### src/rtl/btb_pkg.sv
// Shared constants, entry layout and PC field helpers for the branch target buffer.
package btb_pkg;

  localparam int ADDR_W      = 64;
  localparam int ENTRIES     = 16;
  localparam int IDX_W       = $clog2(ENTRIES);
  localparam int TAG_W       = ADDR_W - IDX_W - 2;
  localparam int CNT_W       = 2;
  localparam int INSTR_BYTES = 4;

  localparam logic [CNT_W-1:0] CNT_MAX    = '1;
  localparam logic [CNT_W-1:0] CNT_WEAK_T = CNT_W'(1) << (CNT_W - 1);

  typedef struct packed {
    logic              valid;
    logic [TAG_W-1:0]  tag;
    logic [ADDR_W-1:0] target;
    logic [CNT_W-1:0]  cnt;
  } btb_entry_t;

  function automatic logic [IDX_W-1:0] btb_index(input logic [ADDR_W-1:0] pc);
    return pc[IDX_W+1:2];
  endfunction

  function automatic logic [TAG_W-1:0] btb_tag(input logic [ADDR_W-1:0] pc);
    return pc[ADDR_W-1:IDX_W+2];
  endfunction

endpackage

### src/rtl/btb_sat_counter.sv
// Next-state of a saturating direction counter for one training event.
module btb_sat_counter #(
  parameter int CNT_W = 2
) (
  input  logic [CNT_W-1:0] cnt,
  input  logic             taken,
  input  logic             uncond,
  output logic [CNT_W-1:0] nextCnt
);

  localparam logic [CNT_W-1:0] CntMax = '1;

  // Unconditional branches jump straight to strongly taken.
  always_comb begin
    nextCnt = cnt;
    if (uncond) begin
      nextCnt = CntMax;
    end else if (taken) begin
      if (cnt != CntMax) nextCnt = cnt + CNT_W'(1);
    end else begin
      if (cnt != '0) nextCnt = cnt - CNT_W'(1);
    end
  end

endmodule

### src/rtl/btb_predictor.sv
// Direct-mapped branch target buffer with per-entry saturating direction counters,
// zero-latency lookup, one-cycle training port, global flush and saturating stats.
module btb_predictor #(
  parameter int ADDR_W  = 64,
  parameter int ENTRIES = 16,
  parameter int CNT_W   = 2,
  parameter int STAT_W  = 32
) (
  input  logic              clk,
  input  logic              reset,
  input  logic              lookup_valid,
  input  logic [ADDR_W-1:0] lookup_pc,
  output logic              pred_hit,
  output logic              pred_taken,
  output logic [ADDR_W-1:0] pred_next_pc,
  input  logic              update_valid,
  input  logic [ADDR_W-1:0] update_pc,
  input  logic              update_taken,
  input  logic              update_uncond,
  input  logic [ADDR_W-1:0] update_target,
  input  logic              flush_all,
  output logic [STAT_W-1:0] stat_lookups,
  output logic [STAT_W-1:0] stat_hits
);

  import btb_pkg::*;

  localparam int IdxW = $clog2(ENTRIES);
  localparam int TagW = ADDR_W - IdxW - 2;

  localparam logic [CNT_W-1:0] CntMax  = '1;
  localparam logic [CNT_W-1:0] CntWeak = CNT_W'(1) << (CNT_W - 1);

  typedef struct packed {
    logic              valid;
    logic [TagW-1:0]   tag;
    logic [ADDR_W-1:0] target;
    logic [CNT_W-1:0]  cnt;
  } entry_t;

  entry_t entries [ENTRIES];

  logic [IdxW-1:0] lookupIdx;
  logic [TagW-1:0] lookupTag;
  logic [IdxW-1:0] updIdx;
  logic [TagW-1:0] updTag;
  entry_t          lookupEntry;
  entry_t          updEntry;
  logic            updHit;
  logic [CNT_W-1:0] nextCnt;
  logic            unusedBits;

  assign lookupIdx  = lookup_pc[IdxW+1:2];
  assign lookupTag  = lookup_pc[ADDR_W-1:IdxW+2];
  assign updIdx     = update_pc[IdxW+1:2];
  assign updTag     = update_pc[ADDR_W-1:IdxW+2];
  assign unusedBits = ^{lookup_pc[1:0], update_pc[1:0]};

  assign lookupEntry = entries[lookupIdx];
  assign updEntry    = entries[updIdx];
  assign updHit      = updEntry.valid && (updEntry.tag == updTag);

  // Prediction reads registered state only, so a same-cycle update is not bypassed.
  always_comb begin
    pred_hit     = lookupEntry.valid && (lookupEntry.tag == lookupTag);
    pred_taken   = pred_hit && lookupEntry.cnt[CNT_W-1];
    pred_next_pc = pred_taken ? lookupEntry.target
                              : lookup_pc + ADDR_W'(INSTR_BYTES);
  end

  btb_sat_counter #(
    .CNT_W(CNT_W)
  ) uSatCounter (
    .cnt    (updEntry.cnt),
    .taken  (update_taken),
    .uncond (update_uncond),
    .nextCnt(nextCnt)
  );

  // Flush wins over training; a miss allocates only on a taken branch.
  always_ff @(posedge clk or negedge reset) begin
    if (!reset) begin
      for (int i = 0; i < ENTRIES; i++) entries[i] <= '0;
    end else if (flush_all) begin
      for (int i = 0; i < ENTRIES; i++) entries[i].valid <= 1'b0;
    end else if (update_valid) begin
      if (updHit) begin
        entries[updIdx].cnt <= nextCnt;
        if (update_taken) entries[updIdx].target <= update_target;
      end else if (update_taken) begin
        entries[updIdx].valid  <= 1'b1;
        entries[updIdx].tag    <= updTag;
        entries[updIdx].target <= update_target;
        entries[updIdx].cnt    <= update_uncond ? CntMax : CntWeak;
      end
    end
  end

  // Performance counters stick at all ones rather than wrapping.
  always_ff @(posedge clk or negedge reset) begin
    if (!reset) begin
      stat_lookups <= '0;
      stat_hits    <= '0;
    end else if (lookup_valid) begin
      if (stat_lookups != '1) stat_lookups <= stat_lookups + STAT_W'(1);
      if (pred_hit && (stat_hits != '1)) stat_hits <= stat_hits + STAT_W'(1);
    end
  end

endmodule

### config.mk
export PLATFORM = sky130hd
export DESIGN_NAME = btb_predictor
export DESIGN_NICKNAME = d
export VERILOG_FILES = /design/src/rtl/btb_pkg.sv /design/src/rtl/btb_sat_counter.sv /design/src/rtl/btb_predictor.sv
export SDC_FILE = /design/constraint.sdc
export NUM_CORES = 2
export LEC_CHECK = 0
export ABC_CLOCK_PERIOD_IN_PS = 13900
export CAP_MARGIN = 20
export CELL_PAD_IN_SITES_DETAIL_PLACEMENT = 0
export CELL_PAD_IN_SITES_GLOBAL_PLACEMENT = 1
export CORE_MARGIN = 8
export CORE_UTILIZATION = 25
export CTS_CLUSTER_SIZE = 40
export DETAILED_ROUTE_END_ITERATION = 12
export PLACE_DENSITY = 0.56
export SLEW_MARGIN = 20
export SYNTH_ARGS = -nofsm -noshare
export SYNTH_HDL_FRONTEND = slang
export SYNTH_SLANG_ARGS = --single-unit
### constraint.sdc
create_clock -name clk -period 13.9 [get_ports clk]
set_input_delay 2.78 -clock clk [delete_from_list [all_inputs] [get_ports clk]]
set_output_delay 2.78 -clock clk [all_outputs]
set_load 0.02 [all_outputs]
; ---- Word-level counts from Yosys, hierarchy flattened
; Cells that the tools add are included.
; Widths: inputs -> output; s select.
[totals]
regBits = 2064
out_inout_bits = 130
elab_cells = 141
inputBits = 199
[op_classes]
n_lt_le_gt_ge = 3
add_sub_neg = 5
reduce_logical = 13
eq_ne = 5
mux = 46
bitwise_logic = 3
[op_table]
columns = op, count
row1 = $bwmux 2000, 6
row2 = $mux 2000, 4
row3 = $demux 125 s4, 4
row4 = $bmux 125 s4, 2
row5 = $mux 125, 5
row6 = $mux 124, 1
row7 = $eq 58x58->1, 2
row8 = $mux 66, 1
row9 = $add 32x1->32 const B, 2
row10 = $add 64x3->64 const B, 1
row11 = $mux 64, 1
row12 = $ne 32x32->1 const B, 2
row13 = $mux 1, 17
row14 = $ge 5x5->1 const B, 2
row15 = $mux 2, 5
row16 = $not 4->5, 2
row17 = $reduce_and 2->1, 3
row18 = $reduce_bool 2->1, 3
row19 = $logic_and 1x1->1, 5
row20 = $lt 5x1->1 const B, 1
row21 = $reduce_and 3->1, 1
row22 = $reduce_bool 3->1, 1
row23 = $add 2x1->2 const B, 1
row24 = $ne 2x2->1 const B, 1
row25 = other kinds (2), 2

; ---- Logic depth before layout (Yosys ltp)
[logic_depth]
ltp_word = 14
ltp_mapped = 20

; ---- Modules after synthesis
; From an unflattened synthesis, not the netlist that was laid out.
[unflattened]
hier_cells = 6956
area_unflattened_um2 = 104479.0
[modules_own_cells]
columns = mod, cells_each, seq_area_each_um2, n_inst, area_per_inst_um2
row1 = btb_predictor, 6949, 51649.5, 1, 104442.7
row2 = btb_sat_counter, 7, 0.0, 1, 36.3

; ---- Least setup slack after synthesis
; Ideal clock, no wire load.
[synth_timing]
kind = input-to-output
startpoint = input port lookup_pc[3]
endpoint = output port pred_next_pc[53]
slack_ns = 4.716
stages = 13
arrival_time_ns = 6.404
path_buffers = 9
t_required_ns = 11.120
path_cell_list = buf_4 buf_4 buf_4 buf_4 buf_4 buf_2 clkbuf_1 buf_2 buf_1 mux4_2 mux4_2 nand2_1 o21ai_0
[synth_via]
elab_chain_cells = 8
elab_cells_between_ends = 9
cone_classes = add/sub (1) / eq/ne (1) / mux (4) / bitwise (1) / reduce/logical (2)
[synth_rtl]
columns = element, line
row1 = start: declaration, btb_predictor.sv:12  ; input logic [ADDR_W-1:0] lookup_pc,
row2 = $not 4->5 (not written as such), btb_predictor.sv:59  ; assign lookupEntry = entries[lookupIdx];
row3 = $bmux 125 s4, btb_predictor.sv:59
row4 = $mux 125 (not written as such) (2 in series), btb_predictor.sv:59
row5 = $eq 58x58->1, btb_predictor.sv:65  ; pred_hit = lookupEntry.valid && (lookupEntry.tag == lookupTag);
row6 = $logic_and 1x1->1, btb_predictor.sv:65
row7 = $logic_and 1x1->1, btb_predictor.sv:66  ; pred_taken = pred_hit && lookupEntry.cnt[CNT_W-1];
row8 = $mux 64 *, btb_predictor.sv:67  ; pred_next_pc = pred_taken ? lookupEntry.target
row9 = end: declaration, btb_predictor.sv:15  ; output logic [ADDR_W-1:0] pred_next_pc,
; Every way passes the cells marked *; elsewhere a longest branch is shown, timed or not. The select of a mux whose other input is x is not followed.

; ---- Worst setup path in the final report
[layout_timing]
startpoint = input port lookup_pc[2]
endpoint = output port pred_next_pc[41]
; Same word-level chain as after synthesis.

==> parameters.txt <==
Parameter                              Value

Outcome
  Result of the run ... finished, final reports clean

Critical path
  Critical path endpoint category ... output pin
  Crit-path slowest cell ... clkdlybuf4s50_1
  Worst setup path class ... in2out
  Data required time of the critical path ... 11120 ps
  Most used cell, CP ... buf_4
  Worst-path cell chain ... buf_8, buf_4, mux4_2, a22o_1, a221oi_2, xor2_1, o21ai_0, or4_1, nor4_2, buf_4, and3b_4, buf_4, buf_4, nand2_1, o21ai_0, clkdlybuf4s50_1
  Slowest Stage Delay on Critical Path ... 730 ps
  Logic depth of the worst path, buffers included ... 16
  Delay-heaviest family, CP ... buffers and inverters
  Worst setup SP type ... primary input
  Number of cells on the worst reg-to-reg path ... 12
  Buffer and inverter count on the worst path ... 6
  End of the worst register-to-register path ... entries[733]$_DFFE_PN0P_
  Crit Path Max Fanout ... 55
  Reg2reg setup slack ... 7770 ps
  Arrival time at the worst endpoint ... 9670 ps
  Launch point of the worst reg-to-reg path ... entries[1224]$_DFFE_PN0P_
  Start point of the critical path ... lookup_pc[2]

Global routing
  Congestion Overflow GR ... 0
  Global-route total usage across every layer ... 19.2%
  Wire length of the first global-routing pass ... 617000 µm
  Largest net degree at the start of global routing ... 173
  Number of antenna violations at the first check in global routing ... 106
  Vias in the first global route ... 76424

CTS
  Post-CTS Repair Setup Buffers ... 0
  H-tree depth reported by CTS ... 4
  Number of gates resized after cts ... 0
  Hold buffer count at cts ... 0
  CTS buffer count ... 232
  Clock sink count ... 2064
  Clock insertion delay at the later pin of the skew report ... 930 ps
  Clock transition at the registers of the reported paths ... 60 ps
  Buffer depth of the longest clock path ... 4
  Clk root buf ... clkbuf_16
  Clock tree from TritonCTS ... built

Synth
  Proportion of register bits with asynchronous set or reset after synthesis ... 100%
  Post-synthesis area per instance ... 12.6 µm²
  Top area cells in the synthesized netlist ... dfrtp_1 (49%), mux2_2 (16%), mux4_2 (14%)
  Cell taking the most area after synthesis ... dfrtp_1
  Flip-flop and latch count after synthesis ... 2064
  Cell types with the highest counts after synthesis ... dfrtp_1 (2064), nand2_1 (1738), mux2_2 (1542)
  Count leader, synth ... dfrtp_1
  Post-synthesis instance total ... 8383
  Fraction of post-synthesis cell area in the top cell type by area ... 48.8%
  Share of synthesized area occupied by flip-flops and latches ... 48.8%
  Syn_nets ... 8585
  Synthesized cell area ... 106000 µm²
  Number of enable flip-flop cells after synthesis ... 0
  Main synth FF type ... dfrtp_1
  Count of distinct cell types in the synthesized netlist ... 82
  Ys Warns ... 0

Timing
  Final setup violation count ... 0
  Transition at the pin with the smallest max-transition slack ... 1230 ps
  Final critical path time including I/O delays and setup ... 12450 ps
  Peak Freq ... 80.3 MHz
  Clock tree skew after final layout ... 86.9 ps
  Final Slew Violations ... 0
  Final worst-path cycle share ... 89.6%
  Number of hold-slack violations in the final timing report ... 0
  Slew Limit Headroom ... 17.4%
  Post-Route Hold Slack ... 467 ps
  Unrepaired setup endpoints after global routing ... no
  Setup tns final ... 0 ps

Power and ir drop
  Leakage power figure ... 55.4 nW
  Total power density per cell area ... 133 nW/µm²
  Highest ir drop seen on vdd ... 0.115 mV
  Final Power ... 0.0164 W

Floorplan
  Starting density of the core ... 25.0%
  Row Count ... 239
  Die W ... 667 µm
  Core outline area ... 423000 µm²
  Top Ports ... 329
  Die Ht ... 667 µm
  Die Footprint ... 444000 µm²

Drt
  Remaining DRCs ... 0
  Post-Route WL ... 440000 µm
  DRT antenna net count ... 0
  Routed via count ... 73742
  Wire length per cell after detailed routing ... 30.8 µm
  Vias per inst ... 5.17
  1st-pass router iterations ... 5
  DRT iter0 DRCs ... 6994

Placed design
  Global placer's final weighted congestion ... 0.966
  Input/output buffers ... 326
  Total half-perimeter wirelength after legalization and detailed placement ... 285000 µm

Flow run
  Maxcap violations ... 0

Final layout
  Share of post-route cells with drive strength above 1 ... 33.5%
  Layout Nets ... 8606
  # fillers ... 42709
  Area growth syn-to-layout ... 16.0%

Min path
  Class of the most critical hold timing path ... reg2reg
  Worst hold path startpoint ... entries[1127]$_DFFE_PN0P_
  Number of instances on the worst hold path ... 2
  Endpoint of the worst hold path ... entries[1127]$_DFFE_PN0P_
[layout by cell type (no fill, tap or decap), types with 56 or more instances in the layout]
cell type	instances
dfrtp_1	2064
nand2_1	1714
mux2_2	1542
mux4_2	671
clkdlybuf4s50_1	317
mux2i_1	308
clkbuf_16	235
buf_4	184
xnor2_1	152
nor2_1	129
o21ai_0	87
nand3_1	82
a22oi_1	82
xor2_1	80
a31oi_1	62
o22ai_1	61
clkbuf_8	56
[per-stage QoR]
step / instances / area, µm² / utilization (%) / setup WS, ps
2_1_floorplan: 8383 / 106000 / - / 4720
3_3_place_gp: 13832 / 115000 / 27.2 / 1550
3_5_place_dp: 13833 / 115000 / 27.2 / 1550
4_1_cts: 14246 / 123000 / 29.0 / 1540
5_1_grt: 14264 / 123000 / 29.0 / 1320
6_report: 14277 / 123000 / 29.1 / 1450
[power by group]
part	internal, W	total (W)	switching (W)
combinational	0.00134	0.00277	0.00143
sequential	0.00679	0.00728	0.000496
clock	0.00369	0.00632	0.00263
total	0.0118	0.0164	0.00456
[cell type report]
| type | instances | area, µm² | area share (%) |
|---|---|---|---|
| inverters | 44 | 173 | 0.141 |
| diodes | 31 | 77.6 | 0.0632 |
| clock inverters | 76 | 861 | 0.701 |
| multi-input cells | 5523 | 50900 | 41.4 |
| well taps | 5663 | 7090 | 5.77 |
| clock buffers | 337 | 6810 | 5.55 |
| flip-flops and latches | 2064 | 51600 | 42.1 |
| repair buffers | 539 | 5260 | 4.28 |
[routing by layer]
layer  up-vias  global-route usage [%]  part of all wire, %
li1      30254                       -                    -
met1     39640                    25.0                   41
met2      2961                    30.8                   46
met3       843                    3.86                  7.2
met4        44                    9.08                  5.5
met5         -                       0                0.066
[tightest hold or removal path, stage by stage (launching register included)]
cell and delay (ps):
dfrtp_1 330, nand2_1 50, nand2_1 50
[registers in the layout, summed over array words and instances (netlist names)]
signal	cells
entries	2000
stat_hits	32
stat_lookups	32
[cells by family after synthesis]
logic type	synth area share, %
simple gates	8.92
compound gates	3.24
flops	48.8
xor+xnor	1.92
fa+ha+maj	0.0449
mux	33.6
buf+inv	3.44
[worst max path at each step]
| stage | endpoint | slack (ps) |
|---|---|---|
| 2_1_floorplan | pred_next_pc[53] | 4720 |
| 3_3_place_gp | pred_next_pc[41] | 1550 |
| 3_5_place_dp | pred_next_pc[41] | 1550 |
| 4_1_cts | pred_next_pc[41] | 1540 |
| 5_1_grt | pred_next_pc[41] | 1320 |
| 6_report | pred_next_pc[41] | 1450 |
Note: power is estimated with default switching activity, not from simulation.
